<file path="config.mk">
export PLATFORM = sky130hd
export DESIGN_NAME = mac_lanes
export DESIGN_NICKNAME = d
export VERILOG_FILES = /design/src/rtl/mac_lanes.sv
export SDC_FILE = /design/constraint.sdc
export NUM_CORES = 1
export LEC_CHECK = 0
export CORE_ASPECT_RATIO = 1.1
export CORE_MARGIN = 2
export CORE_UTILIZATION = 60
export CTS_CLUSTER_DIAMETER = 120
export DETAILED_ROUTE_END_ITERATION = 16
export PLACE_DENSITY = 0.87
export SETUP_SLACK_MARGIN = 0.5
export SYNTH_ARGS = -nofsm -noshare
export SYNTH_HDL_FRONTEND = slang
export SYNTH_SLANG_ARGS = --single-unit
</file>
<file path="constraint.sdc">
create_clock -name clk -period 13.3 [get_ports clk]
set_input_delay 1.33 -clock clk [delete_from_list [all_inputs] [get_ports clk]]
set_output_delay 1.33 -clock clk [all_outputs]
set_load 0.05 [all_outputs]
</file>
<file path="src/rtl/mac_lanes.sv">
// mac_lanes: LANES-wide, two-stage pipelined multiply-accumulate unit.
// Stage 1 registers each lane's product together with a shared valid bit and a mode bit
// (signed/unsigned). Stage 2 adds the mode-extended product into the lane accumulator.
// A shared term counter saturates, and each lane has a sticky overflow flag.
// Build option: define MAC_SAT_EN to clamp accumulators on overflow instead of wrapping.
module mac_lanes #(
    parameter int DATA_WIDTH = 8,
    parameter int LANES      = 4,
    parameter int ACC_WIDTH  = 3*DATA_WIDTH,
    parameter int CNT_WIDTH  = 16
) (
    input  logic                           clk,
    input  logic                           rst,
    input  logic                           en,
    input  logic                           clr,
    input  logic                           sgn,
    input  logic [LANES*DATA_WIDTH-1:0]    a_in,
    input  logic [LANES*DATA_WIDTH-1:0]    b_in,
    output logic [LANES*ACC_WIDTH-1:0]     acc_out,
    output logic [CNT_WIDTH-1:0]           cnt,
    output logic [LANES-1:0]               ovf,
    output logic                           busy
);

    localparam int PW = 2*DATA_WIDTH;
    localparam int XW = ACC_WIDTH - PW + 1;
    localparam logic [CNT_WIDTH-1:0] CNT_MAX = '1;
    localparam logic [CNT_WIDTH-1:0] CNT_ONE = {{(CNT_WIDTH-1){1'b0}}, 1'b1};

    logic v1;
    logic mode1;

    // Shared stage-1 valid/mode bits and the saturating count of accumulated terms
    always_ff @(posedge clk) begin
        if (rst || clr) begin
            v1    <= 1'b0;
            mode1 <= 1'b0;
            cnt   <= '0;
        end else begin
            v1    <= en;
            mode1 <= sgn;
            if (v1 && (cnt != CNT_MAX)) begin
                cnt <= cnt + CNT_ONE;
            end
        end
    end

    assign busy = v1;

    for (genvar i = 0; i < LANES; i++) begin : g_lane
        logic [PW-1:0]        a_ext;
        logic [PW-1:0]        b_ext;
        logic [PW-1:0]        prod_d;
        logic [PW-1:0]        prod_q;
        logic [ACC_WIDTH-1:0] acc_q;
        logic [ACC_WIDTH-1:0] acc_d;
        logic [ACC_WIDTH:0]   sum;
        logic                 lane_ovf;
        logic                 ovf_q;

        // Extend operands to product width by mode; the low PW bits of the product are then exact for both modes
        always_comb begin
            a_ext  = {{DATA_WIDTH{sgn & a_in[i*DATA_WIDTH + DATA_WIDTH - 1]}}, a_in[i*DATA_WIDTH +: DATA_WIDTH]};
            b_ext  = {{DATA_WIDTH{sgn & b_in[i*DATA_WIDTH + DATA_WIDTH - 1]}}, b_in[i*DATA_WIDTH +: DATA_WIDTH]};
            prod_d = a_ext * b_ext;
        end

        // One-bit-wider sum using the carried mode; the extra bit exposes signed overflow or unsigned carry
        always_comb begin
            if (mode1) begin
                sum      = {acc_q[ACC_WIDTH-1], acc_q} + {{XW{prod_q[PW-1]}}, prod_q};
                lane_ovf = (sum[ACC_WIDTH] != sum[ACC_WIDTH-1]);
            end else begin
                sum      = {1'b0, acc_q} + {{XW{1'b0}}, prod_q};
                lane_ovf = sum[ACC_WIDTH];
            end
            acc_d = sum[ACC_WIDTH-1:0];
`ifdef MAC_SAT_EN
            if (lane_ovf) begin
                if (!mode1) begin
                    acc_d = '1;
                end else if (sum[ACC_WIDTH]) begin
                    acc_d = {1'b1, {(ACC_WIDTH-1){1'b0}}};
                end else begin
                    acc_d = {1'b0, {(ACC_WIDTH-1){1'b1}}};
                end
            end
`endif
        end

        // Lane product register, accumulator and sticky overflow flag
        always_ff @(posedge clk) begin
            if (rst || clr) begin
                prod_q <= '0;
                acc_q  <= '0;
                ovf_q  <= 1'b0;
            end else begin
                if (en) begin
                    prod_q <= prod_d;
                end
                if (v1) begin
                    acc_q <= acc_d;
                    if (lane_ovf) begin
                        ovf_q <= 1'b1;
                    end
                end
            end
        end

        assign acc_out[i*ACC_WIDTH +: ACC_WIDTH] = acc_q;
        assign ovf[i] = ovf_q;
    end

endmodule

</file>
==> results.py <==
metrics = {
    "global_route": {
        "grt_antenna_before_repair": 1,
        "grt_pass1_wl_um": 91600,
        "grt-ovfl-total": 0,
        "grt_pass1_vias": 19600,
        "grt_max_degree": 90,
        "track_usage": 0.287,
    },
    "pwr": {
        "seq_power_share": 0.215,
        "combPwrFrac": 0.611,
        "p_total_w": 0.00301,
        "power_density_nw_per_um2": 120,
        "p_sw_frac": 0.438,
        "p_leak_nw": 11.6,
        "power.internal_w": 0.00169,
        "power_switching_w": 0.00132,
        "clock_power_share": 0.174,
        "vdd_drop_max_uv": 92.0,
    },
    "synth": {
        "synth.avg_cell_area_um2": 8.59,
        "synth.top_cell.area_share": 0.229,
        "synth-seq-area-share": 0.163,
        "synth_area_leaders": "fa_1, dfxtp_1, ha_1, inv_1, and2_1",
        "yosysWarnings": 0,
        "async_flop_share": 0,
        "synth_area_um2": 22400,
        "yosysTopAreaCell": "fa_1",
        "synth-edff-count": 0,
        "synth.distinct_cells": 80,
        "syn_inst": 2602,
        "synth_seq_cells": 182,
        "syn_nets": 3156,
        "synth_ff_type": "dfxtp_1",
    },
    "timing": {
        "rsz0062_at_grt": "no",
        "max_freq_mhz": 148,
        "tns_ns": 0,
        "worst_slew_pin_slew_ns": 1.04,
        "slew_violations": 0,
        "fin_skew_ns": 0.0140,
        "setup_viol": 0,
        "min_period_ns": 6.73,
        "period_share": 0.506,
        "fin_ws_ns": 6.57,
        "finalHoldViolations": 0,
        "relSlewSlack": 0.302,
    },
    "die": {
        "die_h_um": 206,
        "pin_count": 186,
        "rows": 74,
        "die_area_um2": 38800,
        "core_um2": 36900,
        "die_w_um": 188,
        "initial_utilization": 0.605,
    },
    "layout": {
        "layout_common_cells": "inv_1, fa_1, nand2_1, ha_1, nor2_1",
        "register_area_um2": 3650,
        "synthToLayoutAreaGrowth_pct": 12.4,
        "multiInputGateArea_um2": 17200,
        "final_nets": 3271,
        "final_common_cell": "inv_1",
        "final_util": 0.680,
        "n_antenna_cell": 0,
        "nFillCells": 2792,
        "drive_gt1_frac": 0.0304,
        "stdcell_count": 3224,
    },
    "clocking": {
        "cts_made_buffers": 17,
        "ctsLongestPathBuffers": 2,
        "clk_pin_slew_ns": 0.08,
        "clk_latency_ns": 0.47,
        "clock-sinks": 182,
        "h-tree-depth": 4,
        "postCtsSetupBuffers": 0,
        "root_buffer": "clkbuf_16",
        "cts_tree": "yes",
        "cts_hold_buf": 0,
        "cts_resized": 0,
    },
    "critical_path": {
        "cp_max_fo": 21,
        "max_stage_delay_ns": 0.49,
        "worst_setup_path_end_kind": "register",
        "slowest_stage": "fa_1",
        "worstPathRequired_ns": 13.65,
        "critPathArrivalTime_ns": 7.09,
        "cp-start-kind": "primary input",
        "worstPathCellList": "clkdlybuf4s50_1 > buf_4 > nand2_1 > or2_2 > fa_1 > fa_1 > inv_1 > fa_1 > fa_1 > inv_1 > fa_1 > inv_1 > ha_1 > o21ai_0 > a21boi_0 > o21ai_0 > a21boi_0 > o21ai_0 > a21oi_1 > nor3_1 > a311o_1",
        "reg2reg_slack_ns": 9.98,
        "path_common_cell": "fa_1",
        "crit_type": "in -> reg",
    },
    "route": {
        "route.detailed.drc": 0,
        "drt-initial-drc-count": 1005,
        "vias": 18900,
        "first_pass_iters": 5,
        "routed_via_density": 5.85,
        "drt-total-wl_um": 54600,
        "drtAntennaViolNets": 0,
        "wl_per_cell_um": 16.9,
    },
    "placed_design": {
        "io_buffers": 185,
        "place_congestion": 0.918,
        "hpwl_um": 42700,
        "post-place-ws_ns": 6.14,
        "dp_cells": 3192,
    },
    "status": {
        "status": "complete, no violations",
    },
    "worst_hold_path": {
        "hold_path_class": "reg -> reg",
    },
    "flow_run": {
        "maxCapViolCount": 0,
    },
}
critical path: cells and delay by family:
| kind | cells | cell delay (ns) |
|---|---|---|
| simple gates | 3 | 0.68 |
| compound gates | 7 | 1.48 |
| buf+inv | 5 | 0.89 |
| fa+ha+maj | 6 | 2.70 |
power groups by stage:
| stage | Sequential (W) | Clock, W | Combinational, W |
|---|---|---|---|
| floorplan | 0.000648 | 0 | 0.00142 |
| global placement | 0.000657 | 0 | 0.00174 |
| detailed placement | 0.000658 | 0 | 0.00183 |
| CTS | 0.000646 | 0.000532 | 0.00185 |
| global route | 0.000651 | 0.000549 | 0.00210 |
| finish | 0.000646 | 0.000524 | 0.00184 |
worst paths after layout:
| path | startpoint | cells after the start | end |
|---|---|---|---|
| hold reg to reg | g_lane[1].prod_q[9] | 2 | g_lane[1].prod_q[9] |
| hold / removal | g_lane[1].prod_q[9] | 2 | g_lane[1].prod_q[9] |
| setup / recovery | sgn | 21 | g_lane[3].prod_q[15] |
| setup reg to reg | g_lane[2].acc_q[0] | 11 | g_lane[2].acc_q[22] |
metal layers:
layer  track usage  routed length (µm)  vias up  part of all wire
met3        0.0397                2960      153             0.054
met2         0.526               27900      618              0.51
met1         0.333               21700     9200              0.40
li1              -                   -     8883                 -
met4         0.133                2080        2             0.038
met5             0                  10        -           0.00018
cells in the mapped netlist (5+ instances only):
master / instances
nand3_1: 36
dfxtp_1: 182
o211ai_1: 15
nand3b_1: 5
o21ai_0: 81
o31a_1: 7
or3_1: 12
clkbuf_1: 81
a32o_1: 7
nand2b_1: 20
inv_1: 315
a311o_1: 5
xnor2_1: 103
nor2b_1: 25
a21boi_0: 8
a311oi_1: 5
a211o_1: 8
nor2_1: 216
buf_1: 11
a31oi_1: 12
xor2_1: 47
fa_1: 256
ha_1: 229
or2_2: 13
nor3_1: 34
o21bai_1: 14
o22ai_1: 21
a211oi_1: 30
o21a_1: 26
nand2_1: 243
mux2i_1: 65
a21oi_1: 141
a21o_1: 47
o211a_1: 5
and3_1: 24
o21ai_1: 14
nor3b_1: 7
and2_1: 150
nand4_1: 12
layout make-up:
class / count / share of cell area
Multi-Input combinational cell: 2005 / 0.683
Sequential cell: 182 / 0.145
Timing Repair Buffer: 194 / 0.0762
Inverter: 317 / 0.0473
Tap cell: 494 / 0.0246
Clock buffer: 18 / 0.0175
Clock inverter: 14 / 0.00672
logic make-up after synthesis:
kind of cell	after synthesis	share of synthesized area
AOI/OAI and AO/OA	494	0.148
muxes	67	0.0301
DFF	182	0.163
xor gates and xnor gates	150	0.0587
buffers and inverters	415	0.0704
and+or+nand+nor	809	0.173
adders and majority gates	485	0.357
metrics by stage:
step | hold slack, ns | instance area (µm²)
finish | 0.478 | 25100
global placement | 0.460 | 24500
CTS | 0.477 | 25100
detailed placement | 0.466 | 24500
global route | 0.489 | 25100
floorplan | 0.445 | 22400
flip-flops by register name, indices dropped and copies added, names as in the netlist:
| signal | cells |
|---|---|
| g_lane.prod_q | 64 |
| busy | 1 |
| g_lane.ovf_q | 4 |
| cnt | 16 |
| g_lane.acc_q | 96 |
| mode1 | 1 |
Note: power is estimated with default switching activity, not from simulation.
